<file path="src/rtl/div_pkg.sv">
`default_nettype none
// ============================================================================
//  Module  : div_pkg
//  Purpose : Shared definitions for the sequential restoring divider:
//            default operand width and the FSM state encoding.
//  Ports   : none (package)
//  Rev     : 1.0  initial release
// ============================================================================
package div_pkg;

  localparam int DEF_WIDTH = 4;

  localparam logic [1:0] ST_IDLE = 2'd0;
  localparam logic [1:0] ST_CALC = 2'd1;
  localparam logic [1:0] ST_DONE = 2'd2;

  typedef enum logic [1:0] {
    S_IDLE = ST_IDLE,
    S_CALC = ST_CALC,
    S_DONE = ST_DONE
  } state_t;

endpackage
`default_nettype wire

</file>
<file path="src/rtl/seq_divider_if.sv">
`default_nettype none
// ============================================================================
//  Module  : seq_divider_if
//  Purpose : Operand and result handshakes of the sequential divider.
//  Ports   : master - drives in_valid/dividend/divisor/out_ready,
//                     observes in_ready and the result signals
//            slave  - the divider side (direction-mirrored)
//  Rev     : 1.0  initial release
// ============================================================================
interface seq_divider_if
  import div_pkg::*;
#(
  parameter int WIDTH = DEF_WIDTH
) ();

  logic             in_valid;
  logic             in_ready;
  logic [WIDTH-1:0] dividend;
  logic [WIDTH-1:0] divisor;
  logic             out_valid;
  logic             out_ready;
  logic [WIDTH-1:0] quotient;
  logic [WIDTH-1:0] remainder;
  logic             div_by_zero;

  modport master (
    output in_valid, dividend, divisor, out_ready,
    input  in_ready, out_valid, quotient, remainder, div_by_zero
  );

  modport slave (
    input  in_valid, dividend, divisor, out_ready,
    output in_ready, out_valid, quotient, remainder, div_by_zero
  );

endinterface
`default_nettype wire

</file>
<file path="src/rtl/sub_unit.sv">
`default_nettype none
// ============================================================================
//  Module  : sub_unit
//  Purpose : Combinational N-bit ripple subtractor, diff = a - b computed
//            as a + ~b + 1 through a chain of full-subtract cells.
//  Ports   : a, b    in   N  minuend / subtrahend
//            diff    out  N  a - b (modulo 2^N)
//            borrow  out  1  1 when a < b (inverted final carry)
//  Rev     : 1.0  initial release
// ============================================================================
module sub_unit
  import div_pkg::*;
#(
  parameter int N = DEF_WIDTH + 1
) (
  input  logic [N-1:0] a,
  input  logic [N-1:0] b,
  output logic [N-1:0] diff,
  output logic         borrow
);

  // Carry chain; the +1 of the two's complement enters as carry-in.
  logic [N:0] w_c;

  assign w_c[0] = 1'b1;

  for (genvar i = 0; i < N; i++) begin : g_cell
    logic w_nb;
    assign w_nb       = ~b[i];
    assign diff[i]    = a[i] ^ w_nb ^ w_c[i];
    assign w_c[i + 1] = (a[i] & w_nb) | (w_c[i] & (a[i] ^ w_nb));
  end

  // No carry out of a + ~b + 1 means the subtraction underflowed.
  assign borrow = ~w_c[N];

endmodule
`default_nettype wire

</file>
<file path="src/rtl/seq_divider.sv">
`default_nettype none
// ============================================================================
//  Module  : seq_divider
//  Purpose : Multi-cycle unsigned restoring divider. One quotient bit per
//            cycle, MSB first; WIDTH iterations per operation, divide by
//            zero short-circuits straight to the result.
//  Ports   : clk  in  1  rising-edge clock
//            rst  in  1  synchronous active-high reset
//            bus  slave modport of seq_divider_if:
//                 in_valid/in_ready/dividend/divisor  operand handshake
//                 out_valid/out_ready/quotient/remainder/div_by_zero result
//  Rev     : 1.0  initial release
// ============================================================================
module seq_divider
  import div_pkg::*;
#(
  parameter int WIDTH = DEF_WIDTH
) (
  input  logic          clk,
  input  logic          rst,
  seq_divider_if.slave  bus
);

  localparam int CW = $clog2(WIDTH);
  localparam logic [CW-1:0] C_LAST = CW'(WIDTH - 1);

  state_t           r_state;
  state_t           w_state_nxt;

  logic [WIDTH-1:0] r_d;       // latched divisor
  logic [WIDTH-1:0] r_q;       // dividend shifting out / quotient shifting in
  logic [WIDTH:0]   r_r;       // partial remainder
  logic [CW-1:0]    r_count;

  logic [WIDTH-1:0] r_quot;
  logic [WIDTH-1:0] r_rem;
  logic             r_dz;

  logic [WIDTH:0]   w_rs;
  logic [WIDTH:0]   w_t;
  logic             w_borrow;
  logic [WIDTH-1:0] w_q_nxt;
  logic [WIDTH:0]   w_r_nxt;
  logic             w_accept;
  logic             w_div_zero;
  logic             w_last;
  logic             w_out_hs;

  // A stored remainder is always below D < 2^WIDTH, so the top bit of R
  // never carries information into the next shift.
  logic             w_unused_rtop;
  assign w_unused_rtop = r_r[WIDTH];

  // ---------------------------------------------------------------------
  // Datapath: shift the next dividend bit into R and trial-subtract D.
  // ---------------------------------------------------------------------
  assign w_rs = {r_r[WIDTH-1:0], r_q[WIDTH-1]};

  sub_unit #(
    .N (WIDTH + 1)
  ) u_sub (
    .a      (w_rs),
    .b      ({1'b0, r_d}),
    .diff   (w_t),
    .borrow (w_borrow)
  );

  // Restore (keep Rs) on borrow, otherwise commit the difference.
  assign w_q_nxt = {r_q[WIDTH-2:0], ~w_borrow};
  assign w_r_nxt = w_borrow ? w_rs : w_t;

  assign w_accept   = bus.in_valid & (r_state == S_IDLE);
  assign w_div_zero = (bus.divisor == '0);
  assign w_last     = (r_count == C_LAST);
  assign w_out_hs   = bus.out_ready & (r_state == S_DONE);

  // ---------------------------------------------------------------------
  // FSM
  // ---------------------------------------------------------------------
  always_ff @(posedge clk) begin
    if (rst) begin
      r_state <= S_IDLE;
    end else begin
      r_state <= w_state_nxt;
    end
  end

  always_comb begin
    w_state_nxt = r_state;
    case (r_state)
      S_IDLE:  if (w_accept) w_state_nxt = w_div_zero ? S_DONE : S_CALC;
      S_CALC:  if (w_last)   w_state_nxt = S_DONE;
      S_DONE:  if (w_out_hs) w_state_nxt = S_IDLE;
      default: w_state_nxt = S_IDLE;
    endcase
  end

  // ---------------------------------------------------------------------
  // Working registers and result registers
  // ---------------------------------------------------------------------
  always_ff @(posedge clk) begin
    if (rst) begin
      r_d     <= '0;
      r_q     <= '0;
      r_r     <= '0;
      r_count <= '0;
      r_quot  <= '0;
      r_rem   <= '0;
      r_dz    <= 1'b0;
    end else begin
      case (r_state)
        S_IDLE: begin
          if (w_accept) begin
            r_d     <= bus.divisor;
            r_q     <= bus.dividend;
            r_r     <= '0;
            r_count <= '0;
            if (w_div_zero) begin
              r_quot <= '1;
              r_rem  <= bus.dividend;
              r_dz   <= 1'b1;
            end
          end
        end
        S_CALC: begin
          r_q <= w_q_nxt;
          r_r <= w_r_nxt;
          // Count stops at its final value so it never wraps mid-operation.
          if (!w_last) begin
            r_count <= r_count + CW'(1);
          end else begin
            r_quot <= w_q_nxt;
            r_rem  <= w_r_nxt[WIDTH-1:0];
            r_dz   <= 1'b0;
          end
        end
        default: begin
          // DONE: result registers hold while the consumer stalls.
        end
      endcase
    end
  end

  assign bus.in_ready    = (r_state == S_IDLE);
  assign bus.out_valid   = (r_state == S_DONE);
  assign bus.quotient    = r_quot;
  assign bus.remainder   = r_rem;
  assign bus.div_by_zero = r_dz;

endmodule
`default_nettype wire

</file>
<file path="src/flat_wrapper.sv">
// flat-port wrapper written by rule: the top's interface ports become plain ports
module seq_divider_flat import div_pkg::*;
#(
  parameter int WIDTH = DEF_WIDTH
)
  (clk, rst, bus_in_valid, bus_dividend, bus_divisor, bus_out_ready, bus_in_ready, bus_out_valid, bus_quotient, bus_remainder, bus_div_by_zero);
  seq_divider_if #(.WIDTH(WIDTH)) bus_i ();
  input  logic clk;
  input  logic rst;
  input wire logic [$bits(bus_i.in_valid)-1:0] bus_in_valid;
  input wire logic [$bits(bus_i.dividend)-1:0] bus_dividend;
  input wire logic [$bits(bus_i.divisor)-1:0] bus_divisor;
  input wire logic [$bits(bus_i.out_ready)-1:0] bus_out_ready;
  output wire logic [$bits(bus_i.in_ready)-1:0] bus_in_ready;
  output wire logic [$bits(bus_i.out_valid)-1:0] bus_out_valid;
  output wire logic [$bits(bus_i.quotient)-1:0] bus_quotient;
  output wire logic [$bits(bus_i.remainder)-1:0] bus_remainder;
  output wire logic [$bits(bus_i.div_by_zero)-1:0] bus_div_by_zero;
  assign bus_i.in_valid = bus_in_valid;
  assign bus_i.dividend = bus_dividend;
  assign bus_i.divisor = bus_divisor;
  assign bus_i.out_ready = bus_out_ready;
  assign bus_in_ready = bus_i.in_ready;
  assign bus_out_valid = bus_i.out_valid;
  assign bus_quotient = bus_i.quotient;
  assign bus_remainder = bus_i.remainder;
  assign bus_div_by_zero = bus_i.div_by_zero;
  seq_divider #(.WIDTH(WIDTH)) u_core (.clk(clk), .rst(rst), .bus(bus_i));
endmodule
</file>
<file path="config.mk">
export PLATFORM = sky130hd
export DESIGN_NAME = seq_divider_flat
export DESIGN_NICKNAME = d
export VERILOG_FILES = /design/src/rtl/div_pkg.sv /design/src/rtl/seq_divider_if.sv /design/src/rtl/sub_unit.sv /design/src/rtl/seq_divider.sv /design/src/flat_wrapper.sv
export SDC_FILE = /design/constraint.sdc
export NUM_CORES = 1
export LEC_CHECK = 0
export BUFFER_PORTS_ARGS = -buffer_cell sky130_fd_sc_hd__buf_2
export CAP_MARGIN = 20
export CORE_ASPECT_RATIO = 0.8
export CORE_MARGIN = 2
export CORE_UTILIZATION = 40
export CTS_CLUSTER_SIZE = 10
export DETAILED_ROUTE_END_ITERATION = 8
export GPL_ROUTABILITY_DRIVEN = 0
export PLACE_DENSITY = 0.72
export SLEW_MARGIN = 20
export SYNTH_ARGS = -nofsm -noshare
export SYNTH_HDL_FRONTEND = slang
export SYNTH_HIERARCHICAL = 1
export SYNTH_SLANG_ARGS = --single-unit
</file>
<file path="constraint.sdc">
create_clock -name clk -period 3.93 [get_ports clk]
set_input_delay 0.393 -clock clk [delete_from_list [all_inputs] [get_ports clk]]
set_output_delay 0.393 -clock clk [all_outputs]
set_load 0.02 [all_outputs]
</file>
; ---- Word level (Yosys, flattened, before mapping)
; Index checks and enable logic that the tools add are counted.
[totals]
ff_bits = 25
out_inout_bits = 11
[op_classes]
n_addsub = 1
eq_ne = 8
muxes = 25
n_bitwise = 28
reduce_logical = 8
[ops]
columns = cell, n
row1 = 4-bit 2-to-1 mux, 9
row2 = 4-bit case mux with 2 select lines, 4
row3 = 2-bit 2-to-1 mux, 6
row4 = 1-bit bitwise AND, 10
row5 = "2-bit by 1-bit inequality test with 1-bit output, second input constant", 4
row6 = 1-bit bitwise XOR, 7
row7 = 1-bit NOT, 6
row8 = 2-bit case mux with 3 select lines, 1
row9 = 3-bit AND reduction, 2
row10 = 1-bit OR, 5
row11 = "2-bit == test, second input constant", 2
row12 = 4-bit logical NOT, 1
row13 = 2-bit case mux with 2 select lines, 1
row14 = 2-bit AND reduction, 2
row15 = 4-bit AND reduction, 1
row16 = 1-bit 2-to-1 mux, 3
row17 = "2-bit by 1-bit adder with 2-bit output, second input constant", 1
row18 = "2-bit by 1-bit == test with 1-bit output, second input constant", 1
row19 = 2-bit logical NOT, 1
row20 = "2-bit inequality test, second input constant", 1
row21 = 1-bit case mux with 2 select lines, 1
row22 = 2-bit nonzero test, 1

; ---- Logic depth before layout (Yosys ltp)
[depth]
depth_word = 14
depth_mapped = 11

; ---- Cells and area by module
; Netlist, hierarchy kept.
[modules_own_cells]
columns = module, instances, cells_each, area_each_um2, seq_area_each_um2
row1 = seq_divider, 1, 120, 1128.6, 500.5
row2 = sub_unit, 1, 16, 133.9, 0.0

; ---- Worst setup path before layout
; Ideal clock, no wire load.
[synth_timing]
kind = register -> register
startpoint = register u_core.r_q[3]
endpoint = register u_core.r_rem[0], in the netlist u_core/bus.remainder[0]
setup_ns = 0.117
t_arrival_ns = 2.631
t_required_ns = 3.813
path_slack_ns = 1.182
path_stages_with_launch = 12
path_buffers = 0
period_less_slack_ns = 2.748
path_cell_list = dfxtp_1 inv_1 ha_1 inv_1 fa_1 inv_1 fa_1 fa_1 fa_1 mux2_2 o211a_1 o22a_1
[synth_between]
elab_chain_cells = 13
[synth_lines]
columns = element, line
row1 = start: declaration, seq_divider.sv:31  ; logic [WIDTH-1:0] r_q;
row2 = start signal: assignment, seq_divider.sv:115  ; r_q <= bus.dividend;
row3 = start signal: assignment, seq_divider.sv:126  ; r_q <= w_q_nxt;
row4 = 1-bit bitwise AND / 1-bit bitwise XOR (equally long branches), "sub_unit.sv:31, sub_unit.sv:30"
row5 = 1-bit OR, sub_unit.sv:31  ; assign w_c[i + 1] = (a[i] & w_nb) | (w_c[i] & (a[i] ^ w_nb));
row6 = 1-bit bitwise AND, sub_unit.sv:31
row7 = 1-bit OR, sub_unit.sv:31
row8 = 1-bit bitwise AND, sub_unit.sv:31
row9 = 1-bit OR, sub_unit.sv:31
row10 = 1-bit bitwise AND, sub_unit.sv:31
row11 = 1-bit OR, sub_unit.sv:31
row12 = 1-bit bitwise AND, sub_unit.sv:31
row13 = 1-bit OR, sub_unit.sv:31
row14 = 4-bit 2-to-1 mux *, seq_divider.sv:70  ; assign w_r_nxt = w_borrow ? w_rs : w_t;
row15 = 4-bit 2-to-1 mux *, seq_divider.sv:129  ; if (!w_last) begin
row16 = 4-bit case mux with 2 select lines *, seq_divider.sv:111  ; case (r_state)
row17 = end signal: assignment, seq_divider.sv:120  ; r_rem <= bus.dividend;
row18 = end signal: assignment, seq_divider.sv:133  ; r_rem <= w_r_nxt[WIDTH-1:0];
row19 = end: declaration, seq_divider.sv:36  ; logic [WIDTH-1:0] r_rem;
; Mark *: on every way between the ends. The rest lies on a longest branch, timed or not. The select of a mux whose other input is x is not followed.
; A chain may end at the register's enable or synchronous reset.

; ---- Worst setup path after layout
; Same ends and word-level chain as after synthesis.

==> out/qor.csv <==
metric,value,unit
crit_arrival,3.11,ns
crit_chain,"inv_1, ha_1, inv_1, fa_1, inv_1, fa_1, fa_1, fa_1, mux2_2, o211a_1, o22a_1",
fmax,340,MHz
postSynthCellCount,135,
drt_iter0_drc,77,
final_common_cell,dfxtp_1,
ys.warnings.count,6,
synth_nets,153,
insertion_delay,0.27,ns
crit_path_max_fanout,6,
drt_wl_total,2740,um
max_cap_viol_count,0,
ir_drop,0.233,mV
r2r-start,u_core/r_q[3],
drive_above_1_share,22.9,%
coreArea,3040,sq um
dr.pass1.iters,4,
rsz0062_at_grt,false,
cts_tree,built,
cp.required,4.10,ns
clk_pin_slew,0.09,ns
postCtsSetupBuffers,0,
antenna_found_initial,0,
grt_usage,16.9,%
grt_overflow,0,
end_kind,register,
via_per_inst,5.52,
critPathKind,reg2reg,
final-hold-violation-count,0,
final_cell_mix,"25 x dfxtp_1, 22 x buf_2, 20 x nand2_1",
p_leak,0.000608,uW
period_needed,2.94,ns
diodes,0,
die_w,66.7,um
hold_buffers,0,
grt_pass1_vias,981,
grt_pass1_wl,4570,um
post-route-util,46.5,%
portBuffers,22,
cpPeakStageDelay,0.50,ns
area_growth,12.4,%
power_density,376,nW/um^2
min-delay-path-class,in2reg,
cts_buffer_depth,2,
worst_path_max_delay_cell,fa_1,
crit_path_start,u_core/r_q[3],
skew,0.00560,ns
root_buffer,clkbuf_8,
startpoint_type,register,
status,"complete, no violations",
nets,172,
hp-start,bus_divisor[3],
numCtsBuffers,3,
num_rows,18,
postSynthAreaPerCell,9.32,sq um
die_h,54.2,um
dp_hpwl,2060,um
cts_resized,0,
worst_pin_slew,0.623,ns
start_util,41.4,%
routedWlPerCell,14.2,um
crit_path_frequent_cell,fa_1,
htree_levels,1,
setup_tns,0,ns
grt_max_degree,19,
maxSlewHeadroom,58.4,%
setup_viol,0,
slew_violations,0,
die-area,3610,sq um
ios,23,
period_share,74.9,%
vias,1066,
syn-cell-area,1260,sq um
antenna_left,0,
cts.sinks,25,
drc,0,
per-layer routing:
metal / track usage, % / routed length [um]
met1: 22.9 / 1310
met2: 28.7 / 1250
met5: 0 / 0
met3: 4.39 / 183
met4: 1.02 / 0
worst paths after layout:
path	to	slack [ns]	cells past startpoint
worst min register to register	u_core/r_d[1]	0.47	2
worst max register to register	u_core/bus.remainder[0]	0.99	11
worst min-delay path	u_core/r_d[3]	0.37	3
worst max-delay path	u_core/bus.remainder[0]	0.99	11
critical path: cells and delay by family (launching register included):
family / cells / cell delay, ns
DFF: 1 / 0.37
AOI/OAI and AO/OA: 2 / 0.36
muxes: 1 / 0.33
buffers and inverters: 3 / 0.16
adders and majority gates: 5 / 1.61
state kept, by name, summed over array words and instances (netlist names):
| register | flops |
|---|---|
| u_core/r_d | 4 |
| u_core/r_r | 4 |
| u_core/bus.remainder | 4 |
| u_core/r_count | 2 |
| u_core/bus.quotient | 4 |
| u_core/r_q | 4 |
| u_core/r_state | 2 |
| u_core/bus.div_by_zero | 1 |
cell type report:
cell class	instances	area [sq um]
clock buffer	3	41.3
clock inverter	1	7.51
fill	307	1630
inverter	11	41.3
multi-input combinational	91	664
sequential	25	500
tap	40	50.0
timing repair buffer	22	110
stage by stage:
stage          total power, uW  cell area, sq um  hold slack, ns  std cells  setup slack [ns]
6_report                   532              1420           0.372        193             0.988
5_1_grt                    562              1420           0.367        193             0.870
4_1_cts                    536              1420           0.365        193              1.00
3_5_place_dp               378              1370           0.461        189              1.02
3_3_place_gp               373              1370           0.446        189              1.11
2_1_floorplan              353              1260           0.436        135              1.18
where the power goes:
group / internal, uW / switching (uW) / total, uW
clock: 72.0 / 86.8 / 159
combinational: 39.6 / 53.7 / 93.3
sequential: 267 / 12.7 / 279
total: 378 / 153 / 532
(Power assumes the default switching activity.)
